--- config.mk ---
export PLATFORM = sky130hd
export DESIGN_NAME = spi_master
export DESIGN_NICKNAME = d
export VERILOG_FILES = /design/src/rtl/spi_master.sv
export SDC_FILE = /design/constraint.sdc
export NUM_CORES = 1
export LEC_CHECK = 0
export CORE_MARGIN = 2
export CORE_UTILIZATION = 47
export CTS_CLUSTER_SIZE = 14
export DETAILED_ROUTE_END_ITERATION = 16
export MAX_ROUTING_LAYER = met4
export PLACE_DENSITY = 0.84
export SYNTH_ARGS = -nofsm -noshare
export SYNTH_HDL_FRONTEND = slang
export SYNTH_SLANG_ARGS = --single-unit
--- constraint.sdc ---
create_clock -name clk -period 1.5 [get_ports clk]
set_input_delay 0.3 -clock clk [delete_from_list [all_inputs] [get_ports clk]]
set_output_delay 0.3 -clock clk [all_outputs]
set_load 0.01 [all_outputs]
--- src/rtl/spi_master.sv ---
// spi_master: sends one 10-bit command frame over SS_n/MOSI and, for read-data commands, captures RX_W MISO bits.
module spi_master #(
    parameter int TURNAROUND = 2,
    parameter int RX_W       = 8
) (
    input  logic            clk,
    input  logic            rst_n,
    input  logic            start,
    input  logic [9:0]      tx_data,
    output logic            busy,
    output logic            done,
    output logic [RX_W-1:0] rx_data,
    output logic            rx_valid,
    output logic            SS_n,
    output logic            MOSI,
    input  logic            MISO
);
    localparam int M1   = (TURNAROUND > 11) ? TURNAROUND : 11;
    localparam int MAXC = (RX_W > M1) ? RX_W : M1;
    localparam int CW   = $clog2(MAXC);

    typedef enum logic [2:0] {IDLE, SEND, TURN, RECV, END} state_t;

    state_t          state, state_n;
    logic [CW-1:0]   cnt, cnt_n;
    logic [10:0]     sh, sh_n;
    logic            rd, rd_n;
    logic [RX_W-1:0] rx_sh, rx_sh_n, rx_data_n;

    always_comb begin
        state_n   = state;
        cnt_n     = cnt;
        sh_n      = sh;
        rd_n      = rd;
        rx_sh_n   = rx_sh;
        rx_data_n = rx_data;
        case (state)
            IDLE: if (start) begin
                state_n = SEND;
                cnt_n   = '0;
                // the direction bit goes out twice: once alone, then as the word MSB
                sh_n    = {tx_data[9], tx_data};
                rd_n    = &tx_data[9:8];
            end
            SEND: begin
                sh_n    = {sh[9:0], 1'b0};
                state_n = (cnt == CW'(10)) ? (rd ? TURN : END) : SEND;
                cnt_n   = (cnt == CW'(10)) ? '0 : cnt + 1'b1;
            end
            TURN: begin
                state_n = (cnt == CW'(TURNAROUND - 1)) ? RECV : TURN;
                cnt_n   = (cnt == CW'(TURNAROUND - 1)) ? '0 : cnt + 1'b1;
            end
            RECV: begin
                rx_sh_n   = {rx_sh[RX_W-2:0], MISO};
                state_n   = (cnt == CW'(RX_W - 1)) ? END : RECV;
                cnt_n     = (cnt == CW'(RX_W - 1)) ? '0 : cnt + 1'b1;
                rx_data_n = (cnt == CW'(RX_W - 1)) ? rx_sh_n : rx_data;
            end
            END:     state_n = IDLE;
            default: state_n = IDLE;
        endcase
    end

    // outputs are registered from the next state so they line up with the state they describe
    always_ff @(posedge clk or negedge rst_n) begin
        if (!rst_n) begin
            state    <= IDLE;
            cnt      <= '0;
            sh       <= '0;
            rd       <= 1'b0;
            rx_sh    <= '0;
            rx_data  <= '0;
            busy     <= 1'b0;
            done     <= 1'b0;
            rx_valid <= 1'b0;
            SS_n     <= 1'b1;
            MOSI     <= 1'b0;
        end else begin
            state    <= state_n;
            cnt      <= cnt_n;
            sh       <= sh_n;
            rd       <= rd_n;
            rx_sh    <= rx_sh_n;
            rx_data  <= rx_data_n;
            busy     <= state_n != IDLE;
            done     <= state_n == END;
            rx_valid <= (state_n == END) && rd_n;
            SS_n     <= !(state_n == SEND || state_n == TURN || state_n == RECV);
            MOSI     <= (state_n == SEND) && sh_n[10];
        end
    end
endmodule

==> results.toml <==
[outcome]
outcome = "complete, but fails checks"
violations = "negative setup slack"

[logic_synthesis]
synth_cell_type_count = 35
synth_warnings = 0
syn_nets = 166
yosys.area.top_type = "dfrtp_1"
synth_area_per_cell_um2 = 11.6
synth.yosys.seq_area_share_pct = 56.6
syn_inst = 149
synth_edf_count = 0
yosysTopAreaCellShare_pct = 55.1
ys_top_cells_by_area = "dfrtp_1 55%, a222oi_1 5.8%, nand2_1 5.4%"
ys.flop_type = "dfrtp_1"
syn-cell-area_um2 = 1730
ys_ff_latch = 39
synthArstFlopShare_pct = 100

[worst_setup_path]
start_kind = "flip-flop"
critical_path.top_delay_family = "simple AND/OR/NAND/NOR gates"
crit_path_top_delay_cell = "dfrtp_1"
cp.arrival_ns = 1.90
endpoint_kind = "flip-flop"
max_stage_delay_ns = 0.43
crit_buf_inv = 1
crit_path_cell_trace = "buf_4 -> ha_1 -> nor4b_2 -> or4_4 -> nor3b_2"
cp.required_ns = 1.67
cp_max_fo = 4
crit_type = "flip-flop to flip-flop"

[floorplan]
initial_core_util_pct = 47.8
die_x_um = 64.6
io_pins = 27
core-area_um2 = 3610
die_h_um = 64.6
dieArea_um2 = 4170
row_count = 22

[drt]
ant_nets = 0
dr.pass1.iters = 6
drc = 0
routed_via_density = 5.33
drt_wl_total_um = 3950
drtIter0Drc = 162
wl_per_cell_um = 15.3
vias = 1376

[power_and_ir_drop]
ir_drop_v = 0.000919
total_power_mw = 4.37
intPower_mw = 2.77
p_seq_share_pct = 37.5
p_comb_share_pct = 46.3
cellPowerDensity_nw_per_um2 = 1790
leakagePower_nw = 1.40
p_sw_mw = 1.60
p_sw_share_pct = 36.6
p_clk_share_pct = 16.1

[timing]
fin_ws_ns = -0.228
min_period_ns = 1.73
fmax_mhz = 579
hold_viol_final = 0
relSlewSlack_pct = 67.8
report.final.slew_viol_count = 0
fin_crit_sh_pct = 115
rsz0062_at_grt = "true"
finClkSkew_ns = 0.00253
finalSetupViolations = 16
tightest_slew_ns = 0.483

[global_route]
grt_overflow = 0
antenna_found_initial = 0
grt.total_usage_pct = 21.8
grt_max_degree = 40
grt_pass1_vias = 1381
grt_first_pass_wirelength_um = 6530

[cts]
cts_sinks = 39
cts-root-buf = "clkbuf_8"
clkSlewWorstSetupHoldPaths_ns = 0.08
insertion_delay_ns = 0.30
cts_max_level = 2
cts_tree = "done"
cts_buffers = 5
ctsLongestPathBuffers = 2
ctsHoldBuffers = 0

[job]
drv_cap = 0

[layout]
fillers = 272
final_nets = 226
antennaDiodeCount = 0
area_delta_synth_final_pct = 41.2
design_area_um2 = 2440
fin_util_pct = 67.6
post_route_cells_drive_above_1_share_pct = 33.8

[place]
dpl.hpwl_um = 2560
post-place-ws_ns = -0.267
gp_congestion = 0.879
dpl_cell_area_um2 = 2210
portBuffers = 26

[hold_path]
min_path_type = "primary input to asynchronous set/reset pin"
registers in the layout, summed over array words and instances, names as in the netlist:
name	flops
SS_n	1
done	1
sh	11
cnt	4
state	3
rx_data	8
rd	1
rx_sh	7
rx_valid	1
busy	1
MOSI	1
Yosys cell counts, types with 2 or more instances:
cell / n
dfrtp_1: 38
nand2_1: 25
inv_1: 15
a222oi_1: 10
mux2_2: 8
nor2_1: 7
o21ai_0: 5
ha_1: 3
nor3_1: 3
a21o_1: 2
a21oi_1: 2
buf_2: 2
buf_4: 2
clkbuf_1: 2
nand3_1: 2
nand3b_4: 2
nor4b_2: 2
xor2_1: 2
what timing repair did:
action                     4_1_cts  5_1_grt
resized for setup               13       12
setup endpoints to repair       25       34
pin swaps                        7        4
cloned                           1        0
setup buffers                    5        4
through the flow:
step,cells,hold slack (ns),TNS [ns]
after floorplan,149,0.00441,-0.483
after global placement,241,0.365,-2.55
after detailed placement,241,0.383,-3.81
after CTS,254,0.0539,-1.31
after global routing,258,0.0822,-2.86
final,258,0.0389,-1.52
power groups by stage:
stage	Combinational, mW	Sequential [mW]	Clock (mW)
floorplan	1.10	1.58	0
global placement	1.66	1.62	0
detailed placement	1.74	1.65	0
CTS	1.87	1.62	0.722
global route	2.19	1.67	0.772
finish	2.02	1.64	0.705
cells by family (layout without fill, tap and decap cells):
family | after synthesis | in the layout | share of synthesized area (%)
simple gates | 51 | 51 | 18.2
flops | 39 | 39 | 56.6
compound gates | 24 | 24 | 11.0
buf+inv | 22 | 83 | 5.80
mux | 8 | 8 | 5.22
fa+ha+maj | 3 | 3 | 2.18
xor+xnor | 2 | 2 | 1.02
path summary, 6_finish.rpt:
check,depth (start not counted),slack (ns),end,start
min,2,0.04,sh[4],rst_n
max reg2reg,5,-0.23,MOSI,cnt[0]
max,5,-0.23,MOSI,cnt[0]
min reg2reg,2,0.47,rx_sh[6],rx_sh[6]
min in group clk,2,0.47,rx_sh[6],rx_sh[6]
max in group asynchronous,2,1.10,cnt[1],rst_n
final cells by class:
class / instances / area, um^2 / share of cell area (%)
multi-input cells: 88 / 698 / 28.7
clock buffers: 6 / 72.6 / 2.98
flip-flops and latches: 39 / 980 / 40.2
well taps: 48 / 60.1 / 2.47
clock inverters: 2 / 12.5 / 0.514
inverters: 15 / 56.3 / 2.31
repair buffers: 60 / 557 / 22.9
per-layer routing:
metal / vias to the layer above / global-route usage (%) / part of all wire [%]
met5: - / - / 0
met4: 0 / 13.0 / 3.6
met3: 11 / 3.82 / 4.1
met2: 44 / 34.2 / 50
met1: 687 / 26.6 / 42
li1: 634 / - / -
worst reg2reg max path, stage by stage, from the launching register on:
cell     delay (ns)
dfrtp_1        0.43
buf_4          0.15
ha_1           0.24
nor4b_2        0.18
or4_4          0.43
nor3b_2        0.17
cell usage in the layout (no fill, tap or decap), drive strengths merged, types with 3 or more instances in the layout:
| cell type | instances |
|---|---|
| mux2 | 8 |
| inv | 15 |
| o21ai | 5 |
| clkdlybuf4s50 | 14 |
| nor2 | 8 |
| dlymetal6s2s | 8 |
| buf | 35 |
| nand2 | 25 |
| dlygate4sd2 | 3 |
| nor3 | 4 |
| dfrtp | 38 |
| a222oi | 10 |
| ha | 3 |
| clkbuf | 6 |
(Power assumes the default switching activity.)
